===== src/rtl/mm_pipe_bridge_pkg.sv =====
// Shared definitions for mm_pipe_bridge: Avalon response codes and the packed
// command width helper used to size the command skid register.
package mm_pipe_bridge_pkg;

  typedef enum logic [1:0] {
    RESP_OKAY      = 2'b00,
    RESP_SLVERR    = 2'b10,
    RESP_DECODEERR = 2'b11
  } resp_e;

  // Width of {read, write, debugaccess, burstcount, byteenable, address, writedata}.
  function automatic int unsigned cmd_width(input int unsigned aw, input int unsigned dw,
                                            input int unsigned bew, input int unsigned bcw);
    return 3 + aw + dw + bew + bcw;
  endfunction

endpackage


===== src/rtl/mm_pipe_bridge_skid.sv =====
// Generic two-entry valid/ready skid register; the main entry drives the output,
// the skid entry absorbs one transfer while the output stalls.
module mm_pipe_bridge_skid #(
  parameter int unsigned WIDTH = 8
) (
  input  logic             clk_i,
  input  logic             rst_ni,
  input  logic             in_valid_i,
  output logic             in_ready_o,
  input  logic [WIDTH-1:0] in_data_i,
  output logic             out_valid_o,
  input  logic             out_ready_i,
  output logic [WIDTH-1:0] out_data_o
);

  logic             main_vld_q, main_vld_d, skid_vld_q, skid_vld_d, rdy_q;
  logic [WIDTH-1:0] main_q, main_d, skid_q, skid_d;
  logic             in_fire, main_free;

  assign in_fire   = in_valid_i && rdy_q;
  assign main_free = !main_vld_q || out_ready_i;

  always_comb begin
    main_vld_d = main_vld_q;
    main_d     = main_q;
    skid_vld_d = skid_vld_q;
    skid_d     = skid_q;
    if (main_free) begin
      if (skid_vld_q) begin
        main_vld_d = 1'b1;
        main_d     = skid_q;
        skid_vld_d = 1'b0;
      end else begin
        main_vld_d = in_fire;
        if (in_fire) main_d = in_data_i;
      end
    end else if (in_fire) begin
      skid_vld_d = 1'b1;
      skid_d     = in_data_i;
    end
  end

  // Ready is registered from the next skid state; it stays low throughout reset.
  always_ff @(posedge clk_i or negedge rst_ni) begin
    if (!rst_ni) begin
      main_vld_q <= 1'b0;
      main_q     <= '0;
      skid_vld_q <= 1'b0;
      skid_q     <= '0;
      rdy_q      <= 1'b0;
    end else begin
      main_vld_q <= main_vld_d;
      main_q     <= main_d;
      skid_vld_q <= skid_vld_d;
      skid_q     <= skid_d;
      rdy_q      <= !skid_vld_d;
    end
  end

  assign in_ready_o  = rdy_q;
  assign out_valid_o = main_vld_q;
  assign out_data_o  = main_q;

endmodule


===== src/rtl/mm_pipe_bridge.sv =====
// Avalon-MM pipeline bridge: skid-buffered command path, credit-gated reads,
// registered responses. Define MM_PIPE_BRIDGE_WRITERESP_EN for write responses.
module mm_pipe_bridge
  import mm_pipe_bridge_pkg::*;
#(
  parameter int unsigned  DATA_WIDTH        = 32,
  parameter int unsigned  SYMBOL_WIDTH      = 8,
  parameter int unsigned  ADDR_WIDTH        = 15,
  parameter int unsigned  BURSTCOUNT_WIDTH  = 4,
  parameter int unsigned  MAX_PENDING_BEATS = 16,
  localparam int unsigned BE_WIDTH          = DATA_WIDTH / SYMBOL_WIDTH
) (
  input  logic                        clk,
  input  logic                        reset_n,
  input  logic [ADDR_WIDTH-1:0]       s0_address,
  input  logic [DATA_WIDTH-1:0]       s0_writedata,
  input  logic [BE_WIDTH-1:0]         s0_byteenable,
  input  logic [BURSTCOUNT_WIDTH-1:0] s0_burstcount,
  input  logic                        s0_read,
  input  logic                        s0_write,
  input  logic                        s0_debugaccess,
  output logic                        s0_waitrequest,
  output logic [DATA_WIDTH-1:0]       s0_readdata,
  output logic                        s0_readdatavalid,
  output logic [ADDR_WIDTH-1:0]       m0_address,
  output logic [DATA_WIDTH-1:0]       m0_writedata,
  output logic [BE_WIDTH-1:0]         m0_byteenable,
  output logic [BURSTCOUNT_WIDTH-1:0] m0_burstcount,
  output logic                        m0_read,
  output logic                        m0_write,
  output logic                        m0_debugaccess,
  input  logic                        m0_waitrequest,
`ifdef MM_PIPE_BRIDGE_WRITERESP_EN
  input  logic                        m0_writeresponsevalid,
  input  logic [1:0]                  m0_response,
  output logic                        s0_writeresponsevalid,
  output logic [1:0]                  s0_response,
`endif
  input  logic [DATA_WIDTH-1:0]       m0_readdata,
  input  logic                        m0_readdatavalid
);

  typedef struct packed {
    logic                        read;
    logic                        write;
    logic                        debugaccess;
    logic [BURSTCOUNT_WIDTH-1:0] burstcount;
    logic [BE_WIDTH-1:0]         byteenable;
    logic [ADDR_WIDTH-1:0]       address;
    logic [DATA_WIDTH-1:0]       writedata;
  } cmd_t;

  localparam int unsigned CMD_W = cmd_width(ADDR_WIDTH, DATA_WIDTH, BE_WIDTH, BURSTCOUNT_WIDTH);
  localparam int unsigned PW    = $clog2(MAX_PENDING_BEATS + 1);
  localparam int unsigned CW    = ((PW > BURSTCOUNT_WIDTH) ? PW : BURSTCOUNT_WIDTH) + 2;

  function automatic cmd_t build_cmd(input logic rd, input logic wr, input logic dbg,
                                     input logic [BURSTCOUNT_WIDTH-1:0] bc,
                                     input logic [BE_WIDTH-1:0] be,
                                     input logic [ADDR_WIDTH-1:0] addr,
                                     input logic [DATA_WIDTH-1:0] data);
    cmd_t c;
    c.read        = rd;
    c.write       = wr;
    c.debugaccess = dbg;
    c.burstcount  = bc;
    c.byteenable  = be;
    c.address     = addr;
    c.writedata   = data;
    return c;
  endfunction

  cmd_t             s0_cmd, head;
  logic [CMD_W-1:0] head_bits;
  logic             head_vld, head_ready, in_ready;

  assign s0_cmd = build_cmd(s0_read, s0_write, s0_debugaccess, s0_burstcount,
                            s0_byteenable, s0_address, s0_writedata);

  mm_pipe_bridge_skid #(.WIDTH(CMD_W)) u_cmd_skid (
    .clk_i       (clk),
    .rst_ni      (reset_n),
    .in_valid_i  (s0_read || s0_write),
    .in_ready_o  (in_ready),
    .in_data_i   (s0_cmd),
    .out_valid_o (head_vld),
    .out_ready_i (head_ready),
    .out_data_o  (head_bits)
  );

  assign head           = cmd_t'(head_bits);
  assign s0_waitrequest = !in_ready;

  assign m0_address     = head.address;
  assign m0_writedata   = head.writedata;
  assign m0_byteenable  = head.byteenable;
  assign m0_burstcount  = head.burstcount;
  assign m0_debugaccess = head.debugaccess;

  logic [PW-1:0] pending_q, pending_d;
  logic [CW-1:0] beats, sum, dec;
  logic          is_rd, gated, gate_ok;

  // A gated head is withheld from m0 and from the skid's ready until credits allow;
  // returns are subtracted after the issue is added so the counter floors at zero.
  always_comb begin
    is_rd = head.read && !head.write;
    beats = (head.burstcount == '0) ? CW'(1) : CW'(head.burstcount);
`ifdef MM_PIPE_BRIDGE_WRITERESP_EN
    gated = is_rd || head.write;
    if (head.write) beats = CW'(1);
    dec   = CW'(m0_readdatavalid) + CW'(m0_writeresponsevalid);
`else
    gated = is_rd;
    dec   = CW'(m0_readdatavalid);
`endif
    gate_ok    = !gated || ((CW'(pending_q) + beats) <= CW'(MAX_PENDING_BEATS));
    head_ready = !m0_waitrequest && gate_ok;
    m0_read    = head_vld && is_rd && gate_ok;
    m0_write   = head_vld && head.write && gate_ok;
    sum        = CW'(pending_q) + ((head_vld && gated && head_ready) ? beats : '0);
    pending_d  = (sum > dec) ? PW'(sum - dec) : '0;
  end

  logic [DATA_WIDTH-1:0] rdata_q;
  logic                  rvalid_q;

  always_ff @(posedge clk or negedge reset_n) begin
    if (!reset_n) begin
      pending_q <= '0;
      rdata_q   <= '0;
      rvalid_q  <= 1'b0;
    end else begin
      pending_q <= pending_d;
      rdata_q   <= m0_readdata;
      rvalid_q  <= m0_readdatavalid;
    end
  end

  assign s0_readdata      = rdata_q;
  assign s0_readdatavalid = rvalid_q;

`ifdef MM_PIPE_BRIDGE_WRITERESP_EN
  logic       wrvalid_q;
  logic [1:0] resp_q;

  always_ff @(posedge clk or negedge reset_n) begin
    if (!reset_n) begin
      wrvalid_q <= 1'b0;
      resp_q    <= RESP_OKAY;
    end else begin
      wrvalid_q <= m0_writeresponsevalid;
      resp_q    <= m0_response;
    end
  end

  assign s0_writeresponsevalid = wrvalid_q;
  assign s0_response           = resp_q;
`endif

endmodule


===== config.mk =====
export PLATFORM = sky130hd
export DESIGN_NAME = mm_pipe_bridge
export DESIGN_NICKNAME = d
export VERILOG_FILES = /design/src/rtl/mm_pipe_bridge_pkg.sv /design/src/rtl/mm_pipe_bridge_skid.sv /design/src/rtl/mm_pipe_bridge.sv
export SDC_FILE = /design/constraint.sdc
export NUM_CORES = 1
export LEC_CHECK = 0
export CORE_ASPECT_RATIO = 1.2
export CORE_UTILIZATION = 48
export DETAILED_ROUTE_END_ITERATION = 8
export PLACE_DENSITY = 0.89
export SKIP_LAST_GASP = 1
export SYNTH_ARGS = -nofsm -noshare
export SYNTH_HDL_FRONTEND = slang
export SYNTH_SLANG_ARGS = --single-unit

===== constraint.sdc =====
create_clock -name clk -period 5.2 [get_ports clk]
set_clock_uncertainty 0.2 [all_clocks]
set_input_delay 1.3 -clock clk [delete_from_list [all_inputs] [get_ports clk]]
set_output_delay 1.3 -clock clk [all_outputs]
set_load 0.05 [all_outputs]

# After elaboration in Yosys (flattened, before gate mapping)
# Cells that the tools add are included.
# W data, S select, Z words.
# totals
reg_bits,157
latchBits,0
mem_bits_rw,0
mem_bits_ro,0
wordCells,43
mem_count,0
# op_classes
addsub,3
multipliers,0
div_mod_pow,0
n_lt_le_gt_ge,2
eq_ne,0
n_shift,0
muxes,8
n_bitwise,1
n_reduce_logical,21
# ops
cell,n
$mux W58,2
$add A5 B4 Y6,2
$logic_and A1 B1 Y1,8
$mux W4,2
$gt A6 B1 Y1,1
$le A6 B5 Y1 const B,1
$logic_not A1 Y1,6
$mux W5,1
$sub A5 B1 Y5,1
$logic_not A4 Y1,1
$reduce_and A2 Y1,2
$logic_or A1 B1 Y1,3
$mux W1,3
$reduce_bool A2 Y1,1
$not A1 Y1,1

# Logic depth before layout (Yosys ltp)
# Gate-level depths: netlist of run 1.
# depth
ltp_word,11
mapped_depth,19
depth_no_buf,19

# By module
# From an unflattened synthesis of run 1, not the netlist that was laid out.
# hier_totals
hier_cells,447
hier_area_um2,6981.7
# modules_own_cells
mod,instances,cells_per_inst,area_per_inst_um2,seq_area_each_um2
mm_pipe_bridge_skid,1,320,5403.9,2977.9
mm_pipe_bridge,1,127,1577.8,950.9

# Worst setup path after synthesis of run 1
# No wires, ideal clock.
# synth_timing
kind,flip-flop to flip-flop
startpoint,register u_cmd_skid.main_q[52] (netlist: u_cmd_skid.out_data_o[52])
endpoint,register pending_q[4]
setup_time_ns,0.132
arrival_ns,4.160
setup_slack_ns,0.709
path_stages_with_launch,19
period_less_slack_ns,4.491
cell_sequence,dfrtp_1 nor3_1 or2_2 ha_1 fa_1 xor2_1 or4_4 a21boi_2 o21ai_2 nor3_1 and2_1 ha_1 inv_1 fa_1 xor2_1 nand3_1 maj3_1 nor2_1 a211oi_1
# synth_between
elab_chain_len,11
word_cells_on_any_way,12
classes_between,add/sub: 3; order compare: 2; mux: 3; reduce/logical: 4
# synth_rtl
element,line,rtl
from (decl),mm_pipe_bridge_skid.sv:17,"logic [WIDTH-1:0] main_q, main_d, skid_q, skid_d;"
from (signal assigned),mm_pipe_bridge_skid.sv:53,main_q <= main_d;
$logic_not A4 Y1,mm_pipe_bridge.sv:108,beats = (head.burstcount == '0) ? CW'(1) : CW'(head.burstcount);
$mux W4 *,mm_pipe_bridge.sv:108,
$add A5 B4 Y6,mm_pipe_bridge.sv:117,gate_ok = !gated || ((CW'(pending_q) + beats) <= CW'(MAX_PENDING_BEATS));
$le A6 B5 Y1,mm_pipe_bridge.sv:117,
$logic_or A1 B1 Y1,mm_pipe_bridge.sv:117,
$logic_and A1 B1 Y1,mm_pipe_bridge.sv:118,head_ready = !m0_waitrequest && gate_ok;
$logic_and A1 B1 Y1,mm_pipe_bridge.sv:121,sum = CW'(pending_q) + ((head_vld && gated && head_ready) ? beats : '0);
$mux W4 *,mm_pipe_bridge.sv:121,
$add A5 B4 Y6 *,mm_pipe_bridge.sv:121,
$sub A5 B1 Y5 or $gt A6 B1 Y1 (tied branches),mm_pipe_bridge.sv:122,pending_d = (sum > dec) ? PW'(sum - dec) : '0;
$mux W5 *,mm_pipe_bridge.sv:122,
named net pending_d[4],mm_pipe_bridge.sv:100,"logic [PW-1:0] pending_q, pending_d;"
to (signal assigned),mm_pipe_bridge.sv:134,pending_q <= pending_d;
to (decl),mm_pipe_bridge.sv:100,
# Mark *: on every way through the listed nets, which the timed path passes. The rest lies on a longest branch.
# A chain may end at the register's enable or synchronous reset.

# Worst setup path in the final report of run 1
# layout_timing
startpoint,register u_cmd_skid.main_q[52] (netlist: u_cmd_skid.out_data_o[52])
endpoint,output m0_read
# layout_between
elab_chain_len,6
# layout_rtl
element,line,rtl
$logic_not A4 Y1,mm_pipe_bridge.sv:108,
$mux W4 *,mm_pipe_bridge.sv:108,
$add A5 B4 Y6 *,mm_pipe_bridge.sv:117,
$le A6 B5 Y1 *,mm_pipe_bridge.sv:117,
$logic_or A1 B1 Y1 *,mm_pipe_bridge.sv:117,
$logic_and A1 B1 Y1 *,mm_pipe_bridge.sv:119,m0_read = head_vld && is_rd && gate_ok;
to (decl),mm_pipe_bridge.sv:29,"output logic m0_read,"
# Mark *: on every way between the ends. The rest lies on a longest branch, timed or not.

==> results of run 1 <==
-- state kept, by name, indices dropped and copies added, names as in the netlist --
signal and cells:
s0_readdatavalid 1, pending_q 5, u_cmd_skid.out_valid_o 1, u_cmd_skid.skid_q 58, s0_readdata 32, u_cmd_skid.in_ready_o 1, u_cmd_skid.skid_vld_q 1, u_cmd_skid.out_data_o 58
-- layer usage --
metal / vias up / track usage (%)
met1: 2242 / 21.9
met4: 0 / 7.97
met5: - / 0
met3: 17 / 6.62
li1: 1997 / -
met2: 159 / 38.3
-- cell type report --
cell class	instances	area [um2]
Fill cell	1034	5070
Inverter	9	33.8
Timing Repair Buffer	192	1900
Clock buffer	18	439
Tap cell	175	219
Sequential cell	157	3930
Clock inverter	14	178
Multi-Input combinational cell	266	2640
-- synth_stat cells, drive strengths merged, types with 2 or more instances --
master and instances:
o21ai 8, o211ai 2, buf 67, nand2 6, xor2 2, dfrtp 157
and2 7, fa 2, or2 3, o21bai 2, a211oi 3, a21o 3
inv 9, clkbuf 8, a21oi 12, nand3 4, ha 10, a21boi 2
or4 2, nor2 11, mux2 168, nor3b 2, nor3 6
-- stage by stage --
stage	instances	total power, mW
after floorplan	507	4.73
after global placement	799	5.21
after detailed placement	799	5.38
after CTS	831	6.67
after global routing	831	7.00
final	831	6.63
-- worst max-delay path, stage by stage (launching register included) --
cell           delay, ns
dfrtp_2             0.44
nor3_1              0.07
or2_2               0.29
ha_1                0.21
fa_1                0.42
xor2_1              0.20
or4_1               0.45
a21boi_2            0.22
o21ai_2             0.15
nor2_1              0.12
dlygate4sd2_1       0.54
-- cells by family after synthesis --
| kind of cell | Yosys count | synth area share, % |
|---|---|---|
| flops | 157 | 55.3 |
| xor+xnor | 2 | 0.247 |
| buf+inv | 84 | 8.24 |
| simple gates | 44 | 3.36 |
| mux | 169 | 26.8 |
| compound gates | 38 | 3.64 |
| fa+ha+maj | 13 | 2.46 |
-- repair_timing --
action                                  CTS  global route
endpoints found under the hold margin     0             0
endpoints found under the setup margin    1             6
resized for setup                         1             6
setup buffers                             0             0
-- report_power, final --
| part | total (mW) | internal [mW] | switching (mW) |
|---|---|---|---|
| sequential | 2.03 | 1.75 | 0.278 |
| clock | 1.27 | 0.740 | 0.526 |
| combinational | 3.34 | 1.41 | 1.92 |
| total | 6.63 | 3.90 | 2.73 |
-- worst max path at each step --
stage | start | end | slack [ns] | cells past startpoint
final | u_cmd_skid.out_data_o[52]$_DFFE_PN0P_ | m0_read | 0.18 | 10
after global routing | u_cmd_skid.out_data_o[52]$_DFFE_PN0P_ | pending_q[3]$_DFF_PN0_ | 0.03 | 19
after floorplan | u_cmd_skid.out_data_o[52]$_DFFE_PN0P_ | pending_q[4]$_DFF_PN0_ | 0.71 | 18
after detailed placement | u_cmd_skid.out_data_o[52]$_DFFE_PN0P_ | pending_q[3]$_DFF_PN0_ | 0.07 | 19
after global placement | u_cmd_skid.out_data_o[52]$_DFFE_PN0P_ | m0_read | 0.44 | 10
after CTS | u_cmd_skid.out_data_o[52]$_DFFE_PN0P_ | pending_q[4]$_DFF_PN0_ | 0.02 | 18
==> results.sh, run 1 <==
export IMPL_antenna_found_initial=0
export IMPL_max_cap_viol_count=0
export IMPL_drt_pass1_iter_count=5
export IMPL_fp_row_count=48
export IMPL_layout_drive_gt1_share_pct=22.6
export IMPL_portBuffers=185
export IMPL_yosysTopAreaCellShare_pct=55.3
export IMPL_yosysUniqueCellTypes=41
export IMPL_grt_pass1_vias=5009
export IMPL_grt_start_max_net_pins=81
export IMPL_yosys_warnings=0
export IMPL_synth_seq_area_share_pct=55.3
export IMPL_synth_area_top_cells="dfrtp_1, mux2_2, mux2_1, buf_4, ha_1"
export IMPL_track_usage_pct=20.7
export IMPL_status="finished clean"
export IMPL_clock_latency_ns=0.42
export IMPL_routed_via_count=4415
export IMPL_boundaryPins=186
export IMPL_ant_nets=0
export IMPL_reg2reg_slack_ns=0.31
export IMPL_slew_limit_headroom_pct=42.6
export IMPL_mostFrequentLayoutCell="clkdlybuf4s50_1"
export IMPL_arrival_ns=3.52
export IMPL_dp_hpwl_mm=10.4
export IMPL_hold_class="flop to flop"
export IMPL_fin_util_pct=64.8
export IMPL_cts_buffer_depth=2
export IMPL_gp_congestion=0.813
export IMPL_rr_startpoint="u_cmd_skid.out_data_o[52]$_DFFE_PN0P_"
export IMPL_wl_met1_mm=5.58
export IMPL_start_util_pct=49.3
export IMPL_max_slew_worst_pin_slew_ns=0.860
export IMPL_syn_inst=507
export IMPL_antenna_cells=0
export IMPL_overflow=0
export IMPL_routedWlPerCell_um=17.8
export IMPL_crit_type="flop to output port"
export IMPL_wl_met2_mm=8.09
export IMPL_drc=0
export IMPL_synth_ff_type="dfrtp_1"
export IMPL_worstPathRequired_ns=3.70
export IMPL_whs_ns=0.288
export IMPL_power_leakage_nw=3.92
export IMPL_stdcell_area_um2=9350
export IMPL_r2r_end="pending_q[4]$_DFF_PN0_"
export IMPL_max_vdd_ir_drop_mv=0.393
export IMPL_min_to="u_cmd_skid.out_data_o[45]$_DFFE_PN0P_"
export IMPL_synth_largest_area_cell="dfrtp_1"
export IMPL_cp_start_kind="flop"
export IMPL_pre_cts_ws_ns=0.0736
export IMPL_powerDensity_nw_per_um2=710
export IMPL_finalCritPeriodShare_pct=96.6
export IMPL_wl_mm=14.8
export IMPL_setup_violations=0
export IMPL_synth_edf_count=0
export IMPL_setup_tns_ns=0
export IMPL_synth_seq_cells=157
export IMPL_numCtsBuffers=17
export IMPL_endpoint_kind="output port"
export IMPL_whs_path_depth=1
export IMPL_clock_sinks=157
export IMPL_async_reset_ff_share_pct=100
export IMPL_core_area_um2=14400
export IMPL_fin_ws_ns=0.177
export IMPL_drv_slew=0
export IMPL_dr_wl_met3_um=907
export IMPL_drtIter0Drc=144
export IMPL_viasPerCell=5.31
export IMPL_clock_fmax_mhz=199
export IMPL_min_from="u_cmd_skid.out_data_o[45]$_DFFE_PN0P_"
export IMPL_ff2ff_path_depth=18
export IMPL_layout_common_cells="clkdlybuf4s50_1, dfrtp_1, mux2_2"
export IMPL_layout_nets=749
export IMPL_holdBufCountCts=0
export IMPL_cts_root_buf="clkbuf_16"
export IMPL_h_tree_depth=4
export IMPL_finalHoldViolCount=0
export IMPL_grt_pass1_wl_mm=24.5
export IMPL_die_h_um=135
export IMPL_cts_tree="built"
export IMPL_crit_path_max_fanout=7
export IMPL_rsz0062_at_grt="no"
export IMPL_synth_area_um2=7110
export IMPL_die_w_um=113
export IMPL_top_layer="met4"
export IMPL_syn_avg_cell_area_um2=14.0
export IMPL_die_area_um2=15300
export IMPL_post_dp_cell_area_um2=8700
export IMPL_cts_clk_slew_worst_paths_ns=0.07
export IMPL_fin_crit_ns=5.02
export IMPL_synth_nets=613
export IMPL_syn_to_final_growth_pct=31.5
No activity file was read; power rests on OpenSTA's default activity.
==> run 2, diff against run 1 <==
ABC_CLOCK_PERIOD_IN_PS = 5200   (was default)
GPL_TIMING_DRIVEN = 0   (was default)
==> run 2 against run 1 <==
Effect of this change: wire length rose by 4.2%; total power increased by 5.5%; hold slack got worse by 0.0021 ns; sequential share of layout area fell by 2.1 points; register-to-register slack got worse by 0.05 ns; largest cell class unchanged.
==> results.sh, run 2 (same netlist as run 1, synthesis figures left out) <==
export IMPL_dp_hpwl_mm=11.1
export IMPL_drtIter0Drc=132
export IMPL_swShare_pct=40.2
export IMPL_fin_cells=900
export IMPL_slowest_delay_ns=0.49
export IMPL_endpoint_kind="flop"
export IMPL_numCtsBuffers=17
export IMPL_drc=0
export IMPL_power_switching_mw=2.81
export IMPL_rsz0062_at_grt="yes"
export IMPL_intPower_mw=4.19
export IMPL_stdcell_area_um2=9830
export IMPL_worstPathRequired_ns=5.34
export IMPL_max_slew_worst_pin_slew_ns=0.852
export IMPL_cts_tree="built"
export IMPL_worst_path_buf_inv=1
export IMPL_fp_row_count=48
export IMPL_routedWlPerCell_um=17.1
export IMPL_powerDensity_nw_per_um2=712
export IMPL_routed_via_count=4642
export IMPL_drv_slew=0
export IMPL_wl_met1_mm=5.81
export IMPL_layout_drive_gt1_share_pct=28.6
export IMPL_h_tree_depth=4
export IMPL_syn_to_final_growth_pct=38.3
export IMPL_max_vdd_ir_drop_mv=0.462
export IMPL_power_leakage_nw=4.22
export IMPL_reg2reg_slack_ns=0.26
export IMPL_antenna_found_initial=0
export IMPL_holdBufCountCts=0
export IMPL_crit_type="flop to flop"
export IMPL_finalCritPeriodShare_pct=95.0
export IMPL_drt_pass1_iter_count=4
export IMPL_arrival_ns=5.08
export IMPL_crit_family="adder cells"
export IMPL_grt_start_max_net_pins=96
export IMPL_rr_startpoint="u_cmd_skid.out_data_o[54]$_DFFE_PN0P_"
export IMPL_path_cells="nor3_1 > or2_2 > ha_1 > fa_1 > xor2_1 > or4_4 > a21boi_2 > o21ai_2 > nor3_2 > and2_1 > ha_1 > inv_1 > fa_1 > ha_1 > a21oi_1 > nor3_2 > a211oi_1 > a21oi_1 > a21oi_1"
export IMPL_ant_nets=0
export IMPL_overflow=0
export IMPL_die_h_um=135
export IMPL_status="finished clean"
export IMPL_whs_path_depth=1
export IMPL_mostFrequentLayoutCell="clkdlybuf4s50_1"
export IMPL_post_dp_cell_area_um2=9210
export IMPL_track_usage_pct=21.9
export IMPL_top_layer="met4"
export IMPL_antenna_cells=0
export IMPL_cts_buffer_depth=2
export IMPL_hold_class="flop to flop"
export IMPL_dr_wl_met3_um=946
export IMPL_boundaryPins=186
export IMPL_finalHoldViolCount=0
export IMPL_p_comb_share_pct=52.9
export IMPL_r2r_end="pending_q[3]$_DFF_PN0_"
export IMPL_gp_congestion=0.761
export IMPL_portBuffers=185
export IMPL_cts_clk_slew_worst_paths_ns=0.07
export IMPL_core_area_um2=14400
export IMPL_grt_pass1_wl_mm=25.5
export IMPL_grt_pass1_vias=5258
export IMPL_clock_sinks=157
export IMPL_layout_common_cells="clkdlybuf4s50_1, dfrtp_1, mux2_2"
export IMPL_crit_path_max_fanout=5
export IMPL_clock_latency_ns=0.43
export IMPL_power_frac_clock_pct=18.1
export IMPL_post_place_cells=868
export IMPL_slowest_stage="fa_1"
export IMPL_wl_met2_mm=8.32
export IMPL_ff2ff_path_depth=19
export IMPL_viasPerCell=5.16
export IMPL_max_cap_viol_count=0
export IMPL_start_util_pct=49.3
export IMPL_setup_violations=0
export IMPL_wl_mm=15.4
export IMPL_min_from="u_cmd_skid.out_data_o[55]$_DFFE_PN0P_"
export IMPL_min_to="u_cmd_skid.out_data_o[55]$_DFFE_PN0P_"
export IMPL_cp_start_kind="flop"
export IMPL_fin_crit_ns=4.94
export IMPL_slew_limit_headroom_pct=43.2
export IMPL_layout_nets=818
export IMPL_clock_fmax_mhz=203
export IMPL_sequentialPowerShare_pct=29.0
export IMPL_die_area_um2=15300
export IMPL_cts_root_buf="clkbuf_16"
export IMPL_die_w_um=113
-- run 2: how the worst max path moves through the flow --
stage | to | startpoint | slack, ns | depth (start not counted)
5_1_grt | pending_q[3]$_DFF_PN0_ | u_cmd_skid.out_data_o[53]$_DFFE_PN0P_ | -0.1 | 19
4_1_cts | m0_read | u_cmd_skid.out_data_o[52]$_DFFE_PN0P_ | 0.12 | 10
6_report | pending_q[3]$_DFF_PN0_ | u_cmd_skid.out_data_o[54]$_DFFE_PN0P_ | 0.26 | 19
2_1_floorplan | pending_q[4]$_DFF_PN0_ | u_cmd_skid.out_data_o[52]$_DFFE_PN0P_ | 0.71 | 18
3_5_place_dp | pending_q[4]$_DFF_PN0_ | u_cmd_skid.out_data_o[52]$_DFFE_PN0P_ | 0.18 | 18
3_3_place_gp | s0_readdatavalid$_DFF_PN0_ | reset_n | -3.34 | 1
-- run 2: per-layer routing --
metal	vias to the layer above	global-route usage [%]
met4	0	8.55
met5	-	0
li1	2136	-
met2	148	40.1
met1	2331	23.0
met3	27	7.11
-- run 2: layout make-up --
cell class	count	area (um2)
Fill cell	997	4590
Clock inverter	15	180
Clock buffer	17	425
Tap cell	175	219
Timing Repair Buffer	186	1880
Multi-Input combinational cell	266	2610
Inverter	9	33.8
Sequential cell	157	3930
Buffer	75	552
-- run 2: per-stage QoR --
| stage | hold slack, ns | setup slack [ns] | TNS (ns) | util (%) | total power, mW |
|---|---|---|---|---|---|
| CTS | 0.291 | 0.120 | 0 | 68.1 | 7.05 |
| floorplan | 0.256 | 0.709 | 0 | - | 4.73 |
| detailed placement | 0.276 | 0.183 | 0 | 63.9 | 5.76 |
| global placement | 0.267 | -3.34 | -522.13 | 63.7 | 5.58 |
| finish | 0.285 | 0.262 | 0 | 68.2 | 7.00 |
| global route | 0.307 | -0.0993 | -0.101 | 68.2 | 7.40 |
-- run 2: timing repair --
action                                  CTS  global route
endpoints found under the setup margin    1             6
setup buffers                             0             0
resized for setup                         1             6
pin swaps                                 0             0
-- run 2: power by group through the flow --
stage | clock [mW] | combinational [mW] | sequential, mW
finish | 1.26 | 3.70 | 2.03
detailed placement | 0 | 3.71 | 2.05
floorplan | 0 | 2.72 | 2.01
CTS | 1.29 | 3.73 | 2.03
global route | 1.35 | 3.96 | 2.09
global placement | 0 | 3.58 | 2.00
